==> src/rtl/flag_pkg.sv <==
// Shared types and helpers for the three-way flag arbiter: FSM states, requester
// indices, index arithmetic modulo 3 and the contention-flag definition.
package flag_pkg;

    typedef enum logic [1:0] {
        IDLE    = 2'd0,
        GRANT   = 2'd1,
        RELEASE = 2'd2
    } state_t;

    localparam logic [1:0] REQ_X = 2'd0;
    localparam logic [1:0] REQ_Y = 2'd1;
    localparam logic [1:0] REQ_Z = 2'd2;

    // One-hot decode of a requester index; the unused code 3 maps to no requester.
    function automatic logic [2:0] onehot3(input logic [1:0] idx);
        logic [2:0] oh;
        oh = 3'b000;
        case (idx)
            REQ_X:   oh = 3'b001;
            REQ_Y:   oh = 3'b010;
            REQ_Z:   oh = 3'b100;
            default: oh = 3'b000;
        endcase
        return oh;
    endfunction

    // (a + b) mod 3 for a in 0..2 and b in 0..3.
    function automatic logic [1:0] idx_add(input logic [1:0] a, input logic [1:0] b);
        logic [2:0] s;
        s = {1'b0, a} + {1'b0, b};
        if (s >= 3'd3) begin
            s = s - 3'd3;
        end
        if (s >= 3'd3) begin
            s = s - 3'd3;
        end
        return s[1:0];
    endfunction

    // Contention: x with y, or y with z, requesting together.
    function automatic logic contention(input logic [2:0] req);
        return (req[REQ_X] & req[REQ_Y]) | (req[REQ_Y] & req[REQ_Z]);
    endfunction

endpackage

==> src/rtl/rr_pick3.sv <==
// Combinational round-robin selector: searches ptr+1, ptr+2, ptr (mod 3) and
// returns the first requester found.
module rr_pick3
    import flag_pkg::*;
(
    input  logic [2:0] req,
    input  logic [1:0] ptr,
    output logic [1:0] winner,
    output logic       any
);

    logic [1:0] cand [3];
    logic [2:0] hit;

    generate
        for (genvar gi = 0; gi < 3; gi++) begin : g_order
            assign cand[gi] = idx_add(ptr, 2'(gi + 1));
            assign hit[gi]  = |(req & onehot3(cand[gi]));
        end
    endgenerate

    assign any = |hit;

    always_comb begin
        winner = cand[0];
        if (hit[0]) begin
            winner = cand[0];
        end else if (hit[1]) begin
            winner = cand[1];
        end else if (hit[2]) begin
            winner = cand[2];
        end
    end

endmodule

==> src/rtl/flag_rr_arbiter.sv <==
// Round-robin arbiter for the x/y/z flag sources with a bounded hold time,
// a one-cycle release gap and a registered contention flag.
module flag_rr_arbiter
    import flag_pkg::*;
#(
    parameter int unsigned HOLD_MAX = 8,
    parameter int unsigned CNT_W    = 8
) (
    input  logic       clk,
    input  logic       rst,
    input  logic [2:0] req,
    input  logic       done,
    output logic [2:0] gnt,
    output logic       busy,
    output logic       flag,
    output logic       timeout
);

    localparam logic [CNT_W-1:0] CNT_LAST = CNT_W'(HOLD_MAX - 1);

    state_t           state_reg;
    logic [CNT_W-1:0] cnt_reg;
    logic [1:0]       idx_reg;
    logic [1:0]       ptr_reg;
    logic [2:0]       gnt_reg;
    logic             busy_reg;
    logic             flag_reg;
    logic             timeout_reg;

    logic [1:0] winner;
    logic       any;
    logic       owner_req;
    logic       hit_limit;
    logic       early_release;

    rr_pick3 u_pick (
        .req    (req),
        .ptr    (ptr_reg),
        .winner (winner),
        .any    (any)
    );

    assign owner_req     = |(req & onehot3(idx_reg));
    assign hit_limit     = (cnt_reg == CNT_LAST);
    // A grantee finishing or dropping its request outranks the hold limit.
    assign early_release = done || !owner_req;

    always_ff @(posedge clk) begin
        if (rst) begin
            state_reg   <= IDLE;
            cnt_reg     <= '0;
            idx_reg     <= REQ_X;
            ptr_reg     <= REQ_Z;
            gnt_reg     <= 3'b000;
            busy_reg    <= 1'b0;
            flag_reg    <= 1'b0;
            timeout_reg <= 1'b0;
        end else begin
            flag_reg    <= contention(req);
            timeout_reg <= 1'b0;
            case (state_reg)
                IDLE: begin
                    if (any) begin
                        state_reg <= GRANT;
                        idx_reg   <= winner;
                        ptr_reg   <= winner;
                        cnt_reg   <= '0;
                        gnt_reg   <= onehot3(winner);
                        busy_reg  <= 1'b1;
                    end
                end
                GRANT: begin
                    if (early_release || hit_limit) begin
                        state_reg   <= RELEASE;
                        gnt_reg     <= 3'b000;
                        timeout_reg <= !early_release;
                    end else begin
                        cnt_reg <= cnt_reg + CNT_W'(1);
                    end
                end
                RELEASE: begin
                    state_reg <= IDLE;
                    busy_reg  <= 1'b0;
                end
                default: begin
                    state_reg <= IDLE;
                    gnt_reg   <= 3'b000;
                    busy_reg  <= 1'b0;
                end
            endcase
        end
    end

    assign gnt     = gnt_reg;
    assign busy    = busy_reg;
    assign flag    = flag_reg;
    assign timeout = timeout_reg;

endmodule

==> config.mk <==
export PLATFORM = sky130hd
export DESIGN_NAME = flag_rr_arbiter
export DESIGN_NICKNAME = d
export VERILOG_FILES = /design/src/rtl/flag_pkg.sv /design/src/rtl/rr_pick3.sv /design/src/rtl/flag_rr_arbiter.sv
export SDC_FILE = /design/constraint.sdc
export NUM_CORES = 1
export LEC_CHECK = 0
export ABC_AREA = 0
export CORE_UTILIZATION = 40
export CTS_CLUSTER_SIZE = 24
export DETAILED_ROUTE_END_ITERATION = 16
export GPL_ROUTABILITY_DRIVEN = 0
export PLACE_DENSITY = 0.7
export SYNTH_ARGS = -nofsm -noshare
export SYNTH_HDL_FRONTEND = slang
export SYNTH_SLANG_ARGS = --single-unit
==> constraint.sdc <==
create_clock -name clk -period 4.5 [get_ports clk]
set_input_delay 0.45 -clock clk [delete_from_list [all_inputs] [get_ports clk]]
set_output_delay 0.45 -clock clk [all_outputs]
set_load 0.005 [all_outputs]
# Yosys cells after proc, flatten, opt, wreduce, memory -nomap -nowiden
# Cells that the tools add are included.
word_totals:
  register_bits: 20
  in_bits: 6
  word_cells: 97
  out_inout_bits: 6
classes:
  bitwise: 10
  magnitude_cmp: 6
  n_eq_ne: 16
  muxes: 25
  addsub: 10
  n_reduce_logical: 22
ops:
  columns: ["cell", "n"]
  rows:
  - ["$pmux 3 s3", 6]
  - ["$ge 3x2->1 const B", 6]
  - ["$mux 2", 8]
  - ["$mux 8", 2]
  - ["$pmux 8 s2", 1]
  - ["$mux 3", 5]
  - ["$reduce_or 3->1", 5]
  - ["$and 3x3->3", 4]
  - ["$eq 2x1->1 const B", 6]
  - ["$eq 2x2->1 const B", 6]
  - ["$logic_not 2->1", 6]
  - ["$reduce_or 9->1", 1]
  - ["$sub 3x2->3 const B", 3]
  - ["$add 8x1->8 const B", 1]
  - ["$eq 8x3->1 const B", 1]
  - ["$add 2x2->3 const B", 2]
  - ["$ne 2x2->1 const B", 3]
  - ["$reduce_and 2->1", 3]
  - ["$reduce_and 3->1", 2]
  - ["$sub 2x2->2 const B", 3]
  - ["$pmux 2 s2", 1]
  - ["$add 2x1->3 const B", 1]
  - ["$not 1->1", 3]
  - ["$and 1x1->1", 2]
  - ["6 further kinds", 8]

# Logic depth before layout (Yosys ltp)
# Gate-level depths: netlist of run 1.
logic_depth:
  depth_word: 16
  depth_mapped: 9
  mapped_depth_nobuf: 7

# Hierarchy
# From an unflattened synthesis of run 1, not the netlist that was laid out.
unflattened:
  cells_unflattened: 133
  hier_area_um2: 1099.8
modules_own_cells:
  columns: ["module", "cells_per_inst", "area_per_inst_um2", "n_inst", "seq_area_each_um2"]
  rows:
  - ["flag_rr_arbiter", 100, 887.1, 1, 380.4]
  - ["rr_pick3", 33, 212.7, 1, 0.0]

# Worst setup path after synthesis of run 1
# OpenSTA, ideal clock, no wires.
synth_path:
  path_type: "register to register"
  from: "register idx_reg[0]"
  to: "register cnt_reg[7]"
  arrival_ns: 1.996
  stages_incl_launch_ff: 8
  n_path_buf: 1
  setup_time_ns: 0.072
  required_time_ns: 4.428
  path_slack_ns: 2.433
  synth_period_minus_slack_ns: 2.067
  cell_sequence: "dfxtp_1 -> inv_1 -> ha_1 -> nor3_1 -> or4_1 -> buf_2 -> a2111oi_4 -> mux2i_1"
synth_via:
  elab_chain_len: 9
  elab_cells_between_ends: 11
  cone_classes: "3 x eq/ne; 1 x mux; 1 x bitwise; 6 x reduce/logical"
synth_rtl:
  columns: ["element", "line", "text"]
  rows:
  - ["start: declaration", "flag_rr_arbiter.sv:23", "logic [1:0] idx_reg;"]
  - ["start signal: assignment", "flag_rr_arbiter.sv:65", "idx_reg <= winner;"]
  - ["$eq 2x2->1, or another cell as far along", "flag_pkg.sv:19", "case (idx)"]
  - ["$pmux 3 s3 (*)", "flag_pkg.sv:19", null]
  - ["$and 3x3->3 (*)", "flag_rr_arbiter.sv:43", "assign owner_req = |(req & onehot3(idx_reg));"]
  - ["$reduce_or 3->1 (*)", "flag_rr_arbiter.sv:43", null]
  - ["$logic_not 1->1 (*)", "flag_rr_arbiter.sv:46", "assign early_release = done || !owner_req;"]
  - ["$logic_or 1x1->1 (*)", "flag_rr_arbiter.sv:46", null]
  - ["$logic_or 1x1->1 (*)", "flag_rr_arbiter.sv:73", "if (early_release || hit_limit) begin"]
  - ["$ne 2x2->1 (no line) (*)", null, null]
  - ["$reduce_and 3->1 (no line) (*)", null, null]
  - ["end signal: assignment", "flag_rr_arbiter.sv:78", "cnt_reg <= cnt_reg + CNT_W'(1);"]
  - ["end: declaration", "flag_rr_arbiter.sv:22", "logic [CNT_W-1:0] cnt_reg;"]
# Every way passes the cells marked *; elsewhere a longest branch is shown, timed or not.
# A chain may end at the register's enable or synchronous reset.

# Worst setup path after layout of run 1
# Ends and elaborated chain as after synthesis.

==> metrics.cfg, run 1 <==
[status]
outcome = complete, no violations

[critical_path]
worstSetupStartpointType = flip-flop
critPathLaunch = idx_reg[0]
crit_chain = inv_1 -> ha_1 -> nor3_1 -> or4_1 -> a2111oi_4 -> mux2i_1
path_class = flip-flop to flip-flop
ff2ff_path_depth = 6
worstPathRequired_ns = 4.72
cp-end-kind = flip-flop
timing.rr.end = cnt_reg[7]
cp.depth = 6
crit_end = cnt_reg[7]
crit_arrival_ns = 2.79
crit_fanout = 18
slowest_stage = or4_1
worst-path-buf-inv = 1
critical-path-top-delay-family = simple AND/OR/NAND/NOR gates
worstReg2RegStart = idx_reg[0]
rrSetupSlack_ns = 1.93
max_stage_delay_ns = 0.81

[cts]
cts.reportedPaths.clkPinSlew_ns = 0.10
ctsHoldBuffers = 0
clock-root-buffer = clkbuf_4
cts_resized = 0
cts_setup_buffers = 0
cts_buffers = 3
cts_tree = built
cts_max_level = 1
worstSkewPairLatency_ns = 0.29
clkSinkCount = 19
cts.path.max_buffers = 2

[sta]
finalSetupViolations = 0
rsz0062_at_grt = no
slew_violations = 0
fin_crit_ns = 2.57
finalHoldViolCount = 0
fin_skew_ns = 0.00182
worst_slew_pin_slew_ns = 0.657
setup_ws_ns = 1.93
period_share = 0.571
timing.slew.headroom = 0.561
timing.fmax_mhz = 389
setup-tns-final_ns = 0

[die]
core_area_um2 = 2760
die-area_um2 = 3140
row_count = 19
initial_core_util = 0.423
fp.dieH_um = 56.0
ioPinCount = 12
die_w_um = 56.0

[synthesis]
seq_area_frac_synth = 0.326
syn_area_um2 = 1170
synthesis.nets = 138
synthCells = 127
yosysUniqueCellTypes = 44
yosys_warnings = 0
ys_ff_latch = 19
syn_area_per_cell_um2 = 9.18

[grt]
grt_pass1_wl_mm = 4.23
grtUsageTotal = 0.167
antenna_found_initial = 0
grt_start_max_net_pins = 19
grt_overflow_total = 0
grt_pass1_vias = 953

[min_path]
hold_path.class = flip-flop to flip-flop
min_path_cells = 2

[cells_and_area]
diodes = 0
largest_reg_flops = 8
nets = 146
area_growth_syn_to_layout_pct = 11.1
fin_area_um2 = 1290
layout_common_cells = 19 x dfxtp_1, 13 x nand2_1, 11 x clkdlybuf4s50_1, 8 x a21oi_1
fill_cells = 269
fin_util = 0.470
drive_gt1_frac = 0.0746
layout.cells.non_filler = 165
final_common_cell = dfxtp_1

[detailed_routing]
first_pass_iters = 5
drc_errors = 0
wirelength_mm = 2.43
drt-wirelength-per-cell_um = 14.7
vias_per_cell = 6.02
vias = 994
ant_nets = 0
drt_first_iter_violations = 38

[pwr]
peakVddDrop_v = 0.000365
leakage_nw = 0.495
power_density_nw_per_um2 = 548

[placed_design]
io_buffers = 11
dpl.hpwl_mm = 1.71
dpl_cell_area_um2 = 1270
pre_cts_ws_ns = 1.81
placed_cells = 161

[job]
cap_violations = 0

synth_stat cells (all sizes together):
library cell | instances | area share
nand4b | 1 | 0.0075
nand4bb | 2 | 0.019
mux2i | 6 | 0.052
a41o | 3 | 0.026
o221ai | 1 | 0.0075
o311a | 1 | 0.0086
a221oi | 2 | 0.015
ha | 5 | 0.054
or4 | 2 | 0.013
and4 | 1 | 0.0075
nor2 | 5 | 0.016
a211oi | 2 | 0.013
nand2b | 1 | 0.0054
o21ai | 2 | 0.012
nand3b | 3 | 0.030
o32a | 2 | 0.018
dfxtp | 19 | 0.33
a222oi | 3 | 0.026
o211ai | 1 | 0.0064
nand2 | 13 | 0.042
nor4b | 2 | 0.015
nor3b | 1 | 0.0064
or3 | 7 | 0.039
o211a | 1 | 0.0086
a21oi | 8 | 0.034
clkbuf | 2 | 0.0064
buf | 7 | 0.040
o311ai | 1 | 0.014
nor3 | 3 | 0.013
nor4 | 2 | 0.011
and3b | 3 | 0.023
xor2 | 1 | 0.0075
a21boi | 1 | 0.0064
a2111oi | 1 | 0.024
inv | 6 | 0.019
nand3 | 4 | 0.017
nor2b | 1 | 0.0054
a22o | 1 | 0.0075
cell type report:
class,instances,area [µm²],share of cell area
Multi-Input combinational cell,93,709,0.548
Timing Repair Buffer,12,118,0.0908
Clock buffer,4,26.3,0.0203
Inverter,6,22.5,0.0174
Sequential cell,19,380,0.294
Tap cell,31,38.8,0.0300
routing by layer:
metal	GRT usage	vias up	part of all wire
met5	0	-	0
met1	0.236	471	0.51
met3	0.0279	4	0.028
met4	0.0557	0	0.012
li1	-	500	-
met2	0.257	19	0.45
how the worst min path moves through the flow:
| stage | startpoint | end | slack [ns] |
|---|---|---|---|
| finish | busy | busy | 0.47 |
| global route | busy | busy | 0.51 |
| global placement | cnt_reg[7] | cnt_reg[7] | 0.45 |
| CTS | busy | busy | 0.47 |
| floorplan | cnt_reg[7] | cnt_reg[7] | 0.44 |
| detailed placement | busy | busy | 0.46 |
through the flow:
step           total power [mW]  hold WS (ns)
2_1_floorplan             0.527         0.439
3_3_place_gp              0.611         0.448
3_5_place_dp              0.625         0.459
4_1_cts                   0.715         0.474
5_1_grt                   0.772         0.515
6_report                  0.709         0.470
cells by family (layout without fill, tap and decap cells):
family                   after synthesis  count (layout)  share of synthesized area
AND/OR/NAND/NOR                       51              51                      0.269
AO/OA/AOI/OAI                         30              30                      0.226
flip-flops                            19              19                      0.326
buffers and inverters                 15              22                     0.0654
multiplexers                           6               6                     0.0515
adder cells (fa/ha/maj)                5               5                     0.0536
XOR/XNOR                               1               1                    0.00751
worst min-delay path, cell delays in order, from the launching register on:
cell and delay [ns]:
dfxtp_1 0.32, nand2_1 0.05, a21oi_1 0.06
report_power, final:
group	switching, mW	total [mW]	internal (mW)
Clock	0.0497	0.0841	0.0344
Sequential	0.0253	0.228	0.203
Combinational	0.224	0.397	0.173
Power figures use the tool's default switching activity.
==> run 2: changes to the inputs <==
Settings changed: PLACE_DENSITY 0.7 to 0.72.
Clock period 4.5 ns to 2.2 ns, I/O delays scaled along.
==> run 2 against run 1 <==
Clock power rose by 100%. Highest routed layer unchanged. Wire length up 3.6%. Critical path type unchanged. Die area unchanged. Power rose by 130%. Largest power group unchanged. Non-clock buffer count grew 11.
==> metrics.cfg, run 2 (synthesis results as in run 1) <==
[pwr]
leakage_nw = 0.551
peakVddDrop_v = 0.000761
power_mw = 1.63
power_density_nw_per_um2 = 1140

[sta]
rsz0062_at_grt = no
period_share = 0.950
setup-tns-final_ns = 0
setup_ws_ns = 0.109
fin_crit_ns = 2.09
timing.slew.headroom = 0.737
slew_violations = 0
worst_slew_pin_slew_ns = 0.394
finalSetupViolations = 0
fin_skew_ns = 0.00846
finalHoldViolCount = 0
timing.fmax_mhz = 478

[cells_and_area]
final_common_cell = dfxtp_1
layout_common_cells = 18 x dfxtp_1, 13 x nand2_1, 11 x clkdlybuf4s50_1, 11 x buf_4, 8 x a21oi_1
fin_area_um2 = 1420
nets = 157
area_growth_syn_to_layout_pct = 22.1
drive_gt1_frac = 0.172
diodes = 0
largest_reg_flops = 8
layout.cells.non_filler = 176

[cts]
cts_setup_buffers = 0
cts_tree = built
cts_buffers = 3
ctsHoldBuffers = 0
cts_max_level = 1
worstSkewPairLatency_ns = 0.29
cts.reportedPaths.clkPinSlew_ns = 0.11
clkSinkCount = 19
cts.path.max_buffers = 2
clock-root-buffer = clkbuf_4

[job]
cap_violations = 0

[critical_path]
crit_arrival_ns = 2.31
ff2ff_path_depth = 7
worstPathRequired_ns = 2.42
cp-end-kind = flip-flop
critPathLaunch = idx_reg[0]
worstSetupStartpointType = flip-flop
path_class = flip-flop to flip-flop
worstReg2RegStart = idx_reg[0]
crit_fanout = 15

[grt]
grt_util_met3 = 0.0326
grt_pass1_wl_mm = 4.15
grtUsageMet1 = 0.202
use_met2 = 0.284
grt_busiest_layer = met2
grt_overflow_total = 0
grt_start_max_net_pins = 16
antenna_found_initial = 0
grtUsageTotal = 0.165
grt_pass1_vias = 984

[detailed_routing]
vias_per_cell = 5.98
drc_errors = 0
drt-wirelength-per-cell_um = 14.3
ant_nets = 0
drt_first_iter_violations = 57
vias = 1052
wirelength_mm = 2.52
first_pass_iters = 4

[min_path]
hold_path.class = flip-flop to flip-flop
min_path_cells = 2
holdCritStartpoint = busy

[die]
core_area_um2 = 2760
ioPinCount = 12
row_count = 19
die-area_um2 = 3140
initial_core_util = 0.423
die_w_um = 56.0
fp.dieH_um = 56.0

[placed_design]
dpl_cell_area_um2 = 1350
io_buffers = 11
dpl.hpwl_mm = 1.89
pre_cts_ws_ns = -0.0857
placed_cells = 172

[status]
outcome = complete, no violations

run 2: path summary, 6_finish.rpt:
kind,end,slack (ns)
worst max-delay path,cnt_reg[7],0.11
worst min-delay path,busy,0.47
worst max register to register,cnt_reg[7],0.11
worst min register to register,busy,0.47
run 2: critical path, stage by stage (launching register included):
cell	delay, ns
dfxtp_2	0.38
inv_1	0.09
ha_4	0.31
nor3_1	0.06
or4_1	0.49
buf_6	0.18
a2111oi_4	0.30
mux2i_1	0.22
run 2: power by group:
part / switching, mW / leakage [nW] / internal (mW)
Sequential: 0.0549 / 0.155 / 0.416
Combinational: 0.489 / 0.381 / 0.493
Clock: 0.101 / 0.0150 / 0.0704
run 2: layout make-up:
class	instances	area (µm²)
clock buffers	4	26.3
fillers	267	1330
inverters	6	22.5
multi-input cells	93	751
flip-flops and latches	19	382
well taps	31	38.8
repair buffers	23	204
run 2: repair_timing:
item                                    in CTS  in global routing
gates resized for setup                      1                  7
hold endpoints to repair                     0                  0
pin swaps                                    0                  0
endpoints found under the setup margin       2                  8
run 2: stage by stage:
stage	utilization	hold slack, ns
floorplan	-	0.419
global placement	0.490	0.456
detailed placement	0.490	0.458
CTS	0.500	0.472
global route	0.516	0.487
finish	0.516	0.468
run 2: routing by layer:
metal / up-vias / wire length (µm) / share of wire
met1: 505 / 1150 / 0.46
li1: 524 / - / -
met2: 17 / 1250 / 0.50
met5: - / 0 / 0
met3: 6 / 69 / 0.027
met4: 0 / 40 / 0.016
==> run 3: changes to the inputs <==
Settings changed: DONT_BUFFER_PORTS from default to 1, PLACE_DENSITY 0.72 to 0.66.
==> run 3 against run 2 <==
Critical path depth rose by 2. Worst hold slack lost 0.39 ns. Die area stayed put. Clock skew shrank 0.0019 ns. Utilization shrank 2.9 points. First-iteration DRC count is 3.5% lower. Combinational power is 0.4% lower. Clock power about the same. Maximum frequency is 1.5% higher. Via count fell by 5.9%.
==> metrics.cfg, run 3 (synthesis results as in run 1) <==
[grt]
grt_start_max_net_pins = 19
grtUsageTotal = 0.170
grt_pass1_vias = 960
grt_overflow_total = 0
grt_util_met3 = 0.0512
grtUsageMet1 = 0.228
antenna_found_initial = 0
use_met2 = 0.272
grt_pass1_wl_mm = 4.29
grt_busiest_layer = met2

[cts]
cts_max_level = 1
cts_buffers = 3
cts_tree = built
clock-root-buffer = clkbuf_4
clkSinkCount = 19
worstSkewPairLatency_ns = 0.30
cts.reportedPaths.clkPinSlew_ns = 0.11
cts.path.max_buffers = 2

[die]
fp.dieH_um = 56.0
die-area_um2 = 3140
die_w_um = 56.0
core_area_um2 = 2760
initial_core_util = 0.423
row_count = 19
ioPinCount = 12

[job]
cap_violations = 0

[cells_and_area]
diodes = 0
layout.cells.non_filler = 163
nets = 144
area_growth_syn_to_layout_pct = 15.1
largest_reg_flops = 8
drive_gt1_frac = 0.220
layout_common_cells = 17 x dfxtp_1, 13 x nand2_1, 8 x a21oi_1, 7 x buf_4
final_common_cell = dfxtp_1

[critical_path]
worstSetupStartpointType = flip-flop
crit_arrival_ns = 2.26
worstReg2RegStart = ptr_reg[1]
path_class = flip-flop to flip-flop
critPathLaunch = ptr_reg[1]
crit_fanout = 7
cp-end-kind = flip-flop
worstPathRequired_ns = 2.40

[min_path]
hold_path.class = primary input to flip-flop
holdCritStartpoint = req[1]

[sta]
fin_skew_ns = 0.00652
timing.fmax_mhz = 485
rsz0062_at_grt = no
slew_violations = 0
finalSetupViolations = 0
timing.hold.ws_ns = 0.0769
setup_ws_ns = 0.140
fin_crit_ns = 2.06
period_share = 0.936
setup-tns-final_ns = 0
finalHoldViolCount = 0
timing.slew.headroom = 0.589
worst_slew_pin_slew_ns = 0.611

[detailed_routing]
first_pass_iters = 4
vias_per_cell = 6.07
vias = 990
ant_nets = 0
wirelength_mm = 2.50
drc_errors = 0
drt_first_iter_violations = 55
drt-wirelength-per-cell_um = 15.3

[pwr]
power_mw = 1.65
leakage_nw = 0.510
power_density_nw_per_um2 = 1230
peakVddDrop_v = 0.000746

[placed_design]
pre_cts_ws_ns = -0.0638
dpl.hpwl_mm = 1.72
placed_cells = 156
io_buffers = 0

[status]
outcome = complete, no violations

[run 3: cell types whose count changed in the layout (fill, tap and decap cells not counted), sizes merged]
cell / delta
dlygate4sd3: +1
buf: -3
clkdlybuf4s50: -11
[run 3: what timing repair did]
action                     CTS  global route
hold buffers                 1             0
resized for setup            2            14
hold endpoints to repair     8             0
pin swaps                    1             7
setup buffers                1             1
setup endpoints to repair    3            11
[run 3: area by class of cell]
class,instances,area (µm²)
Fill cell,251,1420
Multi-Input combinational cell,93,773
Sequential cell,19,388
Timing Repair Buffer,10,93.8
Tap cell,31,38.8
Clock buffer,4,26.3
Inverter,6,22.5
[run 3: power by group]
group	internal (mW)	switching, mW
Sequential	0.423	0.0683
Combinational	0.480	0.499
Clock	0.0706	0.105
[run 3: through the flow]
step,util,instance area (µm²)
after CTS,0.463,1280
after detailed placement,0.441,1220
final,0.487,1340
after global routing,0.487,1340
after floorplan,-,1170
after global placement,0.441,1220
[run 3: per-layer routing]
| layer | vias up | wire length (µm) |
|---|---|---|
| li1 | 497 | - |
| met2 | 21 | 1150 |
| met1 | 470 | 1220 |
| met4 | 0 | 11 |
| met3 | 2 | 123 |
| met5 | - | 0 |
[run 3: worst max-delay path, stage by stage, from the launching register on]
cell,delay [ns]
dfxtp_4,0.38
inv_2,0.06
ha_4,0.17
buf_4,0.16
a222oi_1,0.30
buf_4,0.19
a21boi_2,0.05
o211a_1,0.27
nor4b_2,0.17
a41o_1,0.20
[run 3: path summary, 6_finish.rpt]
kind	to	slack (ns)	cells after the start
setup reg to reg	gnt[2]	0.14	9
hold / removal	flag	0.08	1
hold reg to reg	busy	0.48	2
setup / recovery	gnt[2]	0.14	9
